[config.mk]
export PLATFORM = sky130hd
export DESIGN_NAME = packet_generator_flat
export DESIGN_NICKNAME = d
export VERILOG_FILES = /design/src/rtl/packet_generator_if.sv /design/src/rtl/packet_generator.sv /design/src/flat_wrapper.sv
export SDC_FILE = /design/constraint.sdc
export NUM_CORES = 1
export LEC_CHECK = 0
export BUFFER_PORTS_ARGS = -buffer_cell sky130_fd_sc_hd__buf_2
export CELL_PAD_IN_SITES_DETAIL_PLACEMENT = 1
export CELL_PAD_IN_SITES_GLOBAL_PLACEMENT = 1
export CORE_ASPECT_RATIO = 0.8
export CORE_MARGIN = 4
export CORE_UTILIZATION = 46
export DETAILED_ROUTE_END_ITERATION = 6
export GPL_ROUTABILITY_DRIVEN = 1
export HOLD_SLACK_MARGIN = 0.03
export PLACE_DENSITY_LB_ADDON = 0.1
export SLEW_MARGIN = 20
export SYNTH_ARGS = -nofsm -noshare
export SYNTH_HDL_FRONTEND = slang
export SYNTH_SLANG_ARGS = --single-unit
[constraint.sdc]
create_clock -name clk -period 6.4 [get_ports clk]
set_input_delay 0.64 -clock clk [delete_from_list [all_inputs] [get_ports clk]]
set_output_delay 0.64 -clock clk [all_outputs]
set_load 0.1 [all_outputs]
[src/rtl/packet_generator_if.sv]
// Router local-port link: packet bus plus request/full/grant handshake.
// The master side is the traffic source, the slave side the router port.
interface packet_generator_if #(
  parameter int unsigned dataWidth = 32
);
  logic [dataWidth-1:0] PacketOut;
  logic                 ReqDnStr;
  logic                 DnStrFull;
  logic                 GntDnStr;

  modport master (output PacketOut, output ReqDnStr, input DnStrFull, input GntDnStr);
  modport slave  (input PacketOut, input ReqDnStr, output DnStrFull, output GntDnStr);
endinterface

[src/rtl/packet_generator.sv]
// Mesh NoC traffic source: injects {dest, PacketID, ModuleID} packets into a router local port.
// Define GEN_RANDOM_DEST_EN to draw destinations from an 8-bit LFSR instead of the fixed DestID.
module packet_generator #(
  parameter logic [5:0]  ModuleID       = 6'b000_000,
  parameter logic [5:0]  DestID         = 6'b000_010,
  parameter int unsigned dataWidth      = 32,
  parameter int unsigned dim            = 4,
  parameter int unsigned NumPackets     = 16,
  parameter logic [15:0] InjectInterval = 16'd4
) (
  input  logic                clk,
  input  logic                reset,
  input  logic                Enable,
  packet_generator_if.master  pkt,
  output logic [15:0]         SentCount,
  output logic                Done
);

  typedef enum logic [1:0] {IDLE, WAIT_GAP, SEND_REQ, DONE} state_t;

  state_t               state_q, state_d;
  logic [dataWidth-1:0] packet_q, packet_d;
  logic [9:0]           pkt_id_q, pkt_id_d;
  logic [15:0]          sent_q, sent_d;
  logic [15:0]          gap_q, gap_d;
  logic                 done_q, done_d;
  logic [5:0]           dest;
  logic                 req;
  logic                 grant;

  if (dataWidth < 22) begin : g_width_check
    $error("packet_generator: dataWidth must be at least 22");
  end
  if (dim < 1 || dim > 8) begin : g_dim_check
    $error("packet_generator: dim must be within 1..8");
  end

  // Request follows DnStrFull combinationally so a full port withholds it in the same cycle.
  assign req           = (state_q == SEND_REQ) && !pkt.DnStrFull;
  assign grant         = req && pkt.GntDnStr;
  assign pkt.ReqDnStr  = req;
  assign pkt.PacketOut = packet_q;
  assign SentCount     = sent_q;
  assign Done          = done_q;

`ifdef GEN_RANDOM_DEST_EN
  logic [7:0] lfsr_q, lfsr_d;
  logic [2:0] dest_x, dest_y;

  always_comb begin
    lfsr_d = lfsr_q;
    if (grant) lfsr_d = {lfsr_q[6:0], lfsr_q[7] ^ lfsr_q[5] ^ lfsr_q[4] ^ lfsr_q[3]};
  end

  always_comb begin
    dest_x = {1'b0, lfsr_q[1:0]};
    dest_y = {1'b0, lfsr_q[3:2]};
    // Never address ourselves: bump y, staying inside the mesh.
    if ({dest_x, dest_y} == ModuleID) dest_y = 3'((32'(dest_y) + 32'd1) % dim);
  end

  assign dest = {dest_x, dest_y};

  always_ff @(posedge clk or negedge reset) begin
    if (!reset) lfsr_q <= 8'hA5;
    else        lfsr_q <= lfsr_d;
  end
`else
  assign dest = DestID;
`endif

  always_comb begin
    state_d  = state_q;
    packet_d = packet_q;
    pkt_id_d = pkt_id_q;
    sent_d   = sent_q;
    gap_d    = gap_q;
    done_d   = done_q;
    unique case (state_q)
      IDLE: begin
        if (Enable) begin
          packet_d        = '0;
          packet_d[21:16] = dest;
          packet_d[15:6]  = pkt_id_q;
          packet_d[5:0]   = ModuleID;
          state_d         = SEND_REQ;
        end
      end
      SEND_REQ: begin
        if (grant) begin
          pkt_id_d = pkt_id_q + 10'd1;
          sent_d   = sent_q + 16'd1;
          gap_d    = InjectInterval;
          if (NumPackets != 0 && sent_d == 16'(NumPackets)) begin
            state_d = DONE;
            done_d  = 1'b1;
          end else if (InjectInterval == '0) begin
            state_d = IDLE;
          end else begin
            state_d = WAIT_GAP;
          end
        end
      end
      WAIT_GAP: begin
        if (gap_q == '0) begin
          state_d = IDLE;
        end else if (Enable) begin
          gap_d = gap_q - 16'd1;
          if (gap_q == 16'd1) state_d = IDLE;
        end
      end
      DONE: done_d = 1'b1;
      default: state_d = IDLE;
    endcase
  end

  always_ff @(posedge clk or negedge reset) begin
    if (!reset) begin
      state_q  <= IDLE;
      packet_q <= '0;
      pkt_id_q <= '0;
      sent_q   <= '0;
      gap_q    <= '0;
      done_q   <= 1'b0;
    end else begin
      state_q  <= state_d;
      packet_q <= packet_d;
      pkt_id_q <= pkt_id_d;
      sent_q   <= sent_d;
      gap_q    <= gap_d;
      done_q   <= done_d;
    end
  end

endmodule

[src/flat_wrapper.sv]
// flat-port wrapper written by rule: the top's interface ports become plain ports
module packet_generator_flat 
#(
  parameter logic [5:0]  ModuleID       = 6'b000_000,
  parameter logic [5:0]  DestID         = 6'b000_010,
  parameter int unsigned dataWidth      = 32,
  parameter int unsigned dim            = 4,
  parameter int unsigned NumPackets     = 16,
  parameter logic [15:0] InjectInterval = 16'd4
)
  (clk, reset, Enable, SentCount, Done, pkt_PacketOut, pkt_ReqDnStr, pkt_DnStrFull, pkt_GntDnStr);
  packet_generator_if #(.dataWidth(dataWidth)) pkt_i ();
  input  logic clk;
  input  logic reset;
  input  logic Enable;
  output logic [15:0] SentCount;
  output logic Done;
  output wire logic [$bits(pkt_i.PacketOut)-1:0] pkt_PacketOut;
  output wire logic [$bits(pkt_i.ReqDnStr)-1:0] pkt_ReqDnStr;
  input wire logic [$bits(pkt_i.DnStrFull)-1:0] pkt_DnStrFull;
  input wire logic [$bits(pkt_i.GntDnStr)-1:0] pkt_GntDnStr;
  assign pkt_PacketOut = pkt_i.PacketOut;
  assign pkt_ReqDnStr = pkt_i.ReqDnStr;
  assign pkt_i.DnStrFull = pkt_DnStrFull;
  assign pkt_i.GntDnStr = pkt_GntDnStr;
  packet_generator #(.ModuleID(ModuleID), .DestID(DestID), .dataWidth(dataWidth), .dim(dim), .NumPackets(NumPackets), .InjectInterval(InjectInterval)) u_core (.clk(clk), .reset(reset), .Enable(Enable), .pkt(pkt_i), .SentCount(SentCount), .Done(Done));
endmodule
==> results of run 1 <==
[metrics by stage]
| step | total power [mW] | instance area [µm²] | cells | util, % | hold slack, ps |
|---|---|---|---|---|---|
| floorplan | 0.7806 | 2928 | 296 | - | 344.4 |
| global route | 1.114 | 3138 | 392 | 52.52 | 510.2 |
| CTS | 1.055 | 3138 | 392 | 52.52 | 478.3 |
| finish | 1.040 | 3138 | 392 | 52.52 | 455.1 |
| global placement | 0.8373 | 3043 | 384 | 50.93 | 447.6 |
| detailed placement | 0.8483 | 3043 | 384 | 50.93 | 452.3 |
[where the power goes]
part           leakage [nW]  switching (mW)  internal [mW]  total (mW)
sequential            0.733          0.0833          0.421       0.504
combinational         0.748           0.240         0.0976       0.338
clock                0.0423           0.119         0.0799       0.199
total                  1.52           0.442          0.598        1.04
[cell families after synthesis]
group | after synthesis | share of synthesized area, %
other | 1 | 0.1315
AOI/OAI and AO/OA | 27 | 6.009
xor gates and xnor gates | 39 | 11.97
adders and majority gates | 6 | 2.632
muxes | 11 | 4.342
and+or+nand+nor | 102 | 18.51
DFF | 56 | 49.12
buffers and inverters | 34 | 7.280
[placed cells by master (no fill, tap or decap), drive strengths merged, types with 2 or more instances in the layout]
cell type	instances
or2	2
clkinvlp	2
xor2	16
xnor2	23
a21oi	6
mux2	11
o21ai	12
buf	36
nor3	13
nor3b	3
or4	5
dfrtp	56
nand4	5
or3	7
nand2	19
nor4	4
clkbuf	5
conb	21
inv	6
nand3	14
ha	6
nor2	22
and3	3
[cells in the mapped netlist, types with 2 or more instances]
master | n | area share [%]
sky130_fd_sc_hd__a21oi_1 | 6 | 1.1
sky130_fd_sc_hd__and3_1 | 3 | 0.66
sky130_fd_sc_hd__buf_4 | 21 | 5.5
sky130_fd_sc_hd__clkbuf_1 | 6 | 0.79
sky130_fd_sc_hd__dfrtp_1 | 56 | 49
sky130_fd_sc_hd__ha_1 | 6 | 2.6
sky130_fd_sc_hd__inv_1 | 5 | 0.66
sky130_fd_sc_hd__mux2_2 | 11 | 4.3
sky130_fd_sc_hd__nand2_1 | 19 | 2.5
sky130_fd_sc_hd__nand3_1 | 14 | 2.5
sky130_fd_sc_hd__nand4_1 | 5 | 1.1
sky130_fd_sc_hd__nor2_1 | 22 | 2.9
sky130_fd_sc_hd__nor3_1 | 13 | 2.3
sky130_fd_sc_hd__nor3b_1 | 3 | 0.79
sky130_fd_sc_hd__nor4_1 | 4 | 0.88
sky130_fd_sc_hd__o21ai_0 | 12 | 2.1
sky130_fd_sc_hd__or2_2 | 2 | 0.44
sky130_fd_sc_hd__or3_1 | 5 | 1.1
sky130_fd_sc_hd__or4_1 | 4 | 1.1
sky130_fd_sc_hd__xnor2_1 | 23 | 7.1
sky130_fd_sc_hd__xor2_1 | 16 | 4.9
[registers in the layout (all words and copies together), names as in the netlist]
signal and cells:
u_core.gap_q 16, u_core.SentCount 16, u_core.Done 1, u_core.pkt_id_q 10
u_core.pkt.PacketOut 11, u_core.state_q 2
[worst max-delay path: stages, from the launching register on]
cell,delay [ps]
sky130_fd_sc_hd__dfrtp_1,420
sky130_fd_sc_hd__or4_1,520
sky130_fd_sc_hd__or4_1,550
sky130_fd_sc_hd__a2111o_1,510
sky130_fd_sc_hd__or3_1,340
sky130_fd_sc_hd__a21oi_1,160
[per-layer routing]
metal	vias up	share of wire, %	global-route usage (%)
met5	-	0	0
met4	0	0.38	2.131
met3	2	3.8	3.161
met2	36	46	26.05
met1	1019	50	23.83
li1	981	-	-
[how the worst max path moves through the flow]
stage          slack (ps)  cells past startpoint          endpoint             start
6_report             3830                      5  u_core.gap_q[15]   u_core.gap_q[8]
5_1_grt              3690                      6   u_core.gap_q[3]  u_core.gap_q[10]
4_1_cts              3840                      5  u_core.gap_q[15]  u_core.gap_q[10]
3_5_place_dp         3840                      6  u_core.gap_q[15]     pkt_DnStrFull
3_3_place_gp         3950                      7  u_core.gap_q[13]     pkt_DnStrFull
2_1_floorplan        2070                      5  u_core.gap_q[15]     pkt_DnStrFull
[final cells by class]
class | instances | area [µm²] | share of cell area [%]
sequential | 56 | 1401 | 44.66
inverter | 5 | 18.77 | 0.5981
multi-input combinational | 206 | 1334 | 42.50
clock inverter | 3 | 26.28 | 0.8373
timing repair buffer | 36 | 187.7 | 5.981
clock buffer | 5 | 68.82 | 2.193
tap | 81 | 101.3 | 3.230
==> run_summary.xml, run 1 <==
<?xml version="1.0" encoding="UTF-8"?>
<metrics>
  <group name="worst_setup_path">
    <metric name="crit-reg2reg-launch" unit="">u_core.gap_q[8]</metric>
    <metric name="timing.rr.end" unit="">u_core.gap_q[15]</metric>
    <metric name="timing_worst_setup_path_type" unit="">reg2reg</metric>
    <metric name="endpoint_kind" unit="">flip-flop</metric>
    <metric name="start_kind" unit="">flip-flop</metric>
    <metric name="ff_to_ff_setup_slack" unit="ps">3830</metric>
    <metric name="critical_path_required" unit="ps">6630</metric>
    <metric name="worst-r2r-cell-count" unit="">5</metric>
    <metric name="worst-path-max-fanout" unit="">6</metric>
    <metric name="crit_arrival" unit="ps">2800</metric>
  </group>
  <group name="status">
    <metric name="outcome" unit="">finished, final reports clean</metric>
  </group>
  <group name="clock_tree">
    <metric name="cts_buffers" unit="">5</metric>
    <metric name="postCtsSetupRepairBufs" unit="">0</metric>
    <metric name="clock_sink_count" unit="">56</metric>
    <metric name="tritoncts" unit="">done</metric>
    <metric name="cts.path.max_buffers" unit="">2</metric>
    <metric name="cell_at_the_root_of_the_clock_tree" unit="">sky130_fd_sc_hd__clkbuf_8</metric>
    <metric name="clk_latency" unit="ps">300</metric>
    <metric name="clkSlewWorstSetupHoldPaths" unit="ps">100</metric>
    <metric name="htreeDepth" unit="">2</metric>
    <metric name="ctsResizeCount" unit="">0</metric>
    <metric name="cts-hold-fix-buffers" unit="">0</metric>
  </group>
  <group name="drt">
    <metric name="routed_wirelength" unit="µm">5804</metric>
    <metric name="wl_per_cell" unit="µm">14.81</metric>
    <metric name="drt_iter0_markers" unit="">66</metric>
    <metric name="vias_per_cell" unit="">5.199</metric>
    <metric name="postRouteAntennaNets" unit="">0</metric>
    <metric name="vias" unit="">2038</metric>
    <metric name="firstDrtPassIters" unit="">4</metric>
    <metric name="count_of_unresolved_drc_violations_after_routing" unit="">0</metric>
  </group>
  <group name="logic_synthesis">
    <metric name="ys_ff_latch" unit="">56</metric>
    <metric name="post_synth_instance_area" unit="µm²">2853</metric>
    <metric name="synth-edff-count" unit="">0</metric>
    <metric name="synth_seq_area_share" unit="%">49.12</metric>
    <metric name="async_flop_share" unit="%">100.0</metric>
    <metric name="synth.yosys.warnings" unit="">0</metric>
    <metric name="synth_ff_type" unit="">sky130_fd_sc_hd__dfrtp_1</metric>
    <metric name="postSynthAreaPerCell" unit="µm²">10.34</metric>
    <metric name="synth_cell_type_count" unit="">41</metric>
    <metric name="syn-instance-count" unit="">276</metric>
  </group>
  <group name="sta">
    <metric name="report.final.setup_viol" unit="">0</metric>
    <metric name="final.setup_skew" unit="ps">9.498</metric>
    <metric name="timing.slew.headroom" unit="%">53.73</metric>
    <metric name="unrepaired_setup_endpoints_after_global_routing" unit="">false</metric>
    <metric name="fin_crit_sh" unit="%">40.19</metric>
    <metric name="layout_setup_ws" unit="ps">3828</metric>
    <metric name="finalWorstPathRequiredPeriod" unit="ps">2572</metric>
    <metric name="fmax" unit="GHz">0.3887</metric>
    <metric name="fin_setup_tns" unit="ps">0</metric>
    <metric name="tightest_slew" unit="ps">694.0</metric>
    <metric name="drv_slew" unit="">0</metric>
    <metric name="hold_viol_final" unit="">0</metric>
  </group>
  <group name="placement">
    <metric name="gp_routability_congestion" unit="">0.7715</metric>
    <metric name="port_buffers" unit="">33</metric>
    <metric name="place_ws" unit="ps">3841</metric>
    <metric name="dp_hpwl" unit="µm">4175</metric>
  </group>
  <group name="finish">
    <metric name="area_growth" unit="%">10.00</metric>
    <metric name="fin_nets" unit="">321</metric>
    <metric name="layout-drive-gt1-share" unit="%">19.61</metric>
    <metric name="fillCellCount" unit="">690</metric>
    <metric name="num_antenna_cells" unit="">0</metric>
  </group>
  <group name="floorplanning">
    <metric name="die_area" unit="µm²">7533</metric>
    <metric name="die_w" unit="µm">96.05</metric>
    <metric name="ios" unit="">55</metric>
    <metric name="core-area" unit="µm²">5974</metric>
    <metric name="fp.dieH" unit="µm">78.44</metric>
    <metric name="rows" unit="">25</metric>
    <metric name="starting_density_of_the_core" unit="%">47.75</metric>
  </group>
  <group name="job">
    <metric name="max_cap_viol_count" unit="">0</metric>
  </group>
  <group name="power_and_ir_drop">
    <metric name="power-per-cell-area" unit="nW/µm²">331.6</metric>
    <metric name="leakage" unit="nW">1.523</metric>
    <metric name="ir_drop" unit="V">0.0002914</metric>
  </group>
  <group name="grt">
    <metric name="grt_first_pass_wirelength" unit="µm">9942</metric>
    <metric name="overall_track_demand_over_capacity_in_global_routing" unit="%">16.41</metric>
    <metric name="maximum_number_of_pins_on_one_net_before_global_route_repair" unit="">57</metric>
    <metric name="global_route.overflow_total" unit="">0</metric>
    <metric name="first_global_vias" unit="">2038</metric>
    <metric name="number_of_antenna_violations_at_the_first_check_in_global_routing" unit="">0</metric>
  </group>
  <group name="min_path">
    <metric name="min-delay-path-class" unit="">in2async</metric>
  </group>
</metrics>
No activity file was read; power rests on OpenSTA's default activity.
==> run 2, diff against run 1 <==
ABC_AREA = 1   (was not set)
CORE_UTILIZATION = 37   (was 46)
clock period = 2.2 ns   (was 6.4 ns; I/O delays follow)
==> run 2 against run 1 <==
  * Clock skew decreased by 4.3 ps
  * Cell count increased by 44%
  * Core utilization decreased by 11 points
  * Clock-buffer cell count unchanged
  * Sequential cell count unchanged
  * Critical path type unchanged
  * Largest cell class is now multi-input combinational cells
  * Highest routed layer unchanged
==> run_summary.xml, run 2 <==
<?xml version="1.0" encoding="UTF-8"?>
<metrics>
  <group name="floorplanning">
    <metric name="die_w" unit="µm">111.9</metric>
    <metric name="core-area" unit="µm²">8446</metric>
    <metric name="fp.dieH" unit="µm">91.09</metric>
    <metric name="rows" unit="">30</metric>
    <metric name="starting_density_of_the_core" unit="%">37.81</metric>
    <metric name="die_area" unit="µm²">10190</metric>
    <metric name="ios" unit="">55</metric>
  </group>
  <group name="job">
    <metric name="max_cap_viol_count" unit="">0</metric>
  </group>
  <group name="clock_tree">
    <metric name="cell_at_the_root_of_the_clock_tree" unit="">sky130_fd_sc_hd__clkbuf_8</metric>
    <metric name="cts_buffers" unit="">5</metric>
    <metric name="tritoncts" unit="">done</metric>
    <metric name="clk_latency" unit="ps">320</metric>
    <metric name="htreeDepth" unit="">2</metric>
    <metric name="clock_sink_count" unit="">56</metric>
    <metric name="clkSlewWorstSetupHoldPaths" unit="ps">110</metric>
    <metric name="ctsResizeCount" unit="">0</metric>
    <metric name="cts.path.max_buffers" unit="">2</metric>
  </group>
  <group name="sta">
    <metric name="tightest_slew" unit="ps">623.7</metric>
    <metric name="fmax" unit="GHz">0.5321</metric>
    <metric name="fin_setup_tns" unit="ps">0</metric>
    <metric name="layout_setup_ws" unit="ps">320.6</metric>
    <metric name="report.final.setup_viol" unit="">0</metric>
    <metric name="hold_viol_final" unit="">0</metric>
    <metric name="fin_crit_sh" unit="%">85.43</metric>
    <metric name="final.setup_skew" unit="ps">5.209</metric>
    <metric name="drv_slew" unit="">0</metric>
    <metric name="unrepaired_setup_endpoints_after_global_routing" unit="">false</metric>
    <metric name="finalWorstPathRequiredPeriod" unit="ps">1879</metric>
    <metric name="timing.slew.headroom" unit="%">58.32</metric>
  </group>
  <group name="worst_setup_path">
    <metric name="worstPathBufferInverterCount" unit="">0</metric>
    <metric name="critical_path_required" unit="ps">2450</metric>
    <metric name="critical-path-top-cell-by-count" unit="">sky130_fd_sc_hd__nand2_1</metric>
    <metric name="cp_cell_sequence" unit="">ha_1 &gt; nand3_1 &gt; nor2_2 &gt; nand3_1 &gt; nand2_1 &gt; nand2_1 &gt; nor2_1 &gt; nand2_1 &gt; nor2_1 &gt; nand2_1 &gt; a21oi_1</metric>
    <metric name="critical-path-top-delay-family" unit="">simple AND/OR/NAND/NOR gates</metric>
    <metric name="crit_arrival" unit="ps">2130</metric>
    <metric name="endpoint_kind" unit="">flip-flop</metric>
    <metric name="timing_worst_setup_path_type" unit="">reg2reg</metric>
    <metric name="cpPeakStageDelay" unit="ps">440</metric>
    <metric name="start_kind" unit="">flip-flop</metric>
    <metric name="cpMaxStageDelayCell" unit="">sky130_fd_sc_hd__dfrtp_2</metric>
    <metric name="worst-path-max-fanout" unit="">6</metric>
  </group>
  <group name="placement">
    <metric name="gp_routability_congestion" unit="">0.8007</metric>
    <metric name="post_detailed_placement_cell_area" unit="µm²">3441</metric>
    <metric name="dp_hpwl" unit="µm">5914</metric>
    <metric name="port_buffers" unit="">33</metric>
    <metric name="placed_cells" unit="">555</metric>
    <metric name="place_ws" unit="ps">317.4</metric>
  </group>
  <group name="grt">
    <metric name="met1_usage" unit="%">24.42</metric>
    <metric name="first_global_vias" unit="">2652</metric>
    <metric name="number_of_antenna_violations_at_the_first_check_in_global_routing" unit="">0</metric>
    <metric name="overall_track_demand_over_capacity_in_global_routing" unit="%">16.05</metric>
    <metric name="maximum_number_of_pins_on_one_net_before_global_route_repair" unit="">37</metric>
    <metric name="grt_first_pass_wirelength" unit="µm">13480</metric>
    <metric name="global_route.usage.met2" unit="%">23.80</metric>
    <metric name="grt_util_met3" unit="%">2.598</metric>
    <metric name="global_route.overflow_total" unit="">0</metric>
    <metric name="gr-max-usage-layer" unit="">met1</metric>
  </group>
  <group name="logic_synthesis">
    <metric name="postSynthAreaPerCell" unit="µm²">7.750</metric>
    <metric name="yosys.area.top_type" unit="">sky130_fd_sc_hd__dfrtp_1</metric>
    <metric name="synth_seq_area_share" unit="%">43.89</metric>
    <metric name="async_flop_share" unit="%">100.0</metric>
    <metric name="syn-instance-count" unit="">412</metric>
    <metric name="synth_cell_type_count" unit="">32</metric>
    <metric name="synth.yosys.warnings" unit="">0</metric>
    <metric name="synth_area_leaders" unit="">sky130_fd_sc_hd__dfrtp_1, sky130_fd_sc_hd__nand2_1, sky130_fd_sc_hd__nor2_1</metric>
    <metric name="netlist_top_cells_count" unit="">sky130_fd_sc_hd__nand2_1, sky130_fd_sc_hd__dfrtp_1, sky130_fd_sc_hd__nor2_1, sky130_fd_sc_hd__inv_1, sky130_fd_sc_hd__nand3_1</metric>
    <metric name="post-synth-top-area-fraction" unit="%">43.89</metric>
    <metric name="synth_ff_type" unit="">sky130_fd_sc_hd__dfrtp_1</metric>
    <metric name="synth-edff-count" unit="">0</metric>
    <metric name="post_synth_instance_area" unit="µm²">3193</metric>
    <metric name="ys_ff_latch" unit="">56</metric>
    <metric name="yosys.cell_count.top_type" unit="">sky130_fd_sc_hd__nand2_1</metric>
  </group>
  <group name="drt">
    <metric name="drt_iter0_markers" unit="">78</metric>
    <metric name="vias" unit="">2628</metric>
    <metric name="postRouteAntennaNets" unit="">0</metric>
    <metric name="firstDrtPassIters" unit="">4</metric>
    <metric name="count_of_unresolved_drc_violations_after_routing" unit="">0</metric>
    <metric name="vias_per_cell" unit="">4.660</metric>
    <metric name="wl_per_cell" unit="µm">13.85</metric>
    <metric name="routed_wirelength" unit="µm">7813</metric>
  </group>
  <group name="finish">
    <metric name="layout-drive-gt1-share" unit="%">15.04</metric>
    <metric name="instances_no_fill" unit="">564</metric>
    <metric name="area_growth" unit="%">11.09</metric>
    <metric name="most_common_cell_after_layout_fill_and_taps_aside" unit="">sky130_fd_sc_hd__nand2_1</metric>
    <metric name="postLayoutCellArea" unit="µm²">3547</metric>
    <metric name="commonest_cells_after_routing_fill_and_taps_aside" unit="">sky130_fd_sc_hd__nand2_1, sky130_fd_sc_hd__dfrtp_1, sky130_fd_sc_hd__nor2_1, sky130_fd_sc_hd__inv_1, sky130_fd_sc_hd__buf_2</metric>
    <metric name="fin_nets" unit="">462</metric>
    <metric name="num_antenna_cells" unit="">0</metric>
  </group>
  <group name="min_path">
    <metric name="min-delay-path-class" unit="">in2reg</metric>
  </group>
  <group name="status">
    <metric name="outcome" unit="">finished, final reports clean</metric>
  </group>
</metrics>
run 2: final timing paths:
kind                            cells past startpoint                  endpoint  slack (ps)                startpoint
worst max register to register                     11         u_core.state_q[1]         320       u_core.SentCount[1]
worst min register to register                      2  u_core.pkt.PacketOut[17]         470  u_core.pkt.PacketOut[17]
min in group asynchronous                           2          u_core.gap_q[13]         400                     reset
worst max-delay path                               11         u_core.state_q[1]         320       u_core.SentCount[1]
max in group asynchronous                           3       u_core.SentCount[1]        1200                     reset
worst min-delay path                                3           u_core.gap_q[2]         320              pkt_GntDnStr
run 2: what timing repair did:
| action | CTS | global route |
|---|---|---|
| endpoints found under the hold margin | 20 | 0 |
| endpoints found under the setup margin | 0 | 0 |
| buffers inserted | 0 | 0 |
| hold buffers | 1 | 0 |
run 2: final cells by class:
class | instances | area, µm²
tap | 112 | 140.1
sequential | 56 | 1404
inverter | 37 | 143.9
timing repair buffer | 39 | 225.2
fill | 1099 | 4898
clock inverter | 3 | 27.53
clock buffer | 5 | 68.82
multi-input combinational | 312 | 1538
run 2: kinds of logic (layout without fill, tap and decap cells):
logic type | Yosys count | in the layout | synth area share [%]
simple gates | 224 | 224 | 30.45
compound gates | 35 | 35 | 5.604
fa+ha+maj | 6 | 6 | 2.351
xor+xnor | 24 | 24 | 6.583
mux | 2 | 2 | 0.7053
other cells | 1 | 21 | 0.1174
buf+inv | 64 | 84 | 10.31
flops | 56 | 56 | 43.89
run 2: metal layers:
metal  part of all wire, %  up-vias
met3                   2.8        8
met1                    55     1248
li1                      -     1336
met2                    41       36
met5                     0        -
met4                  0.99        0
run 2: metrics by stage:
stage / hold WS, ps / utilization (%)
final: 323.3 / 42.00
after global placement: 237.5 / 40.74
after CTS: 331.8 / 42.00
after global routing: 343.1 / 42.00
after detailed placement: 241.6 / 40.74
after floorplan: -75.59 / -
run 2: tightest hold or removal path: cells and delay by family:
family,cells,cell delay (ps)
buf+inv,1,110
simple gates,2,270
Power of run 2 is not shown: default switching activity piles up to over one toggle a cycle in this logic, so the estimate is an artifact.
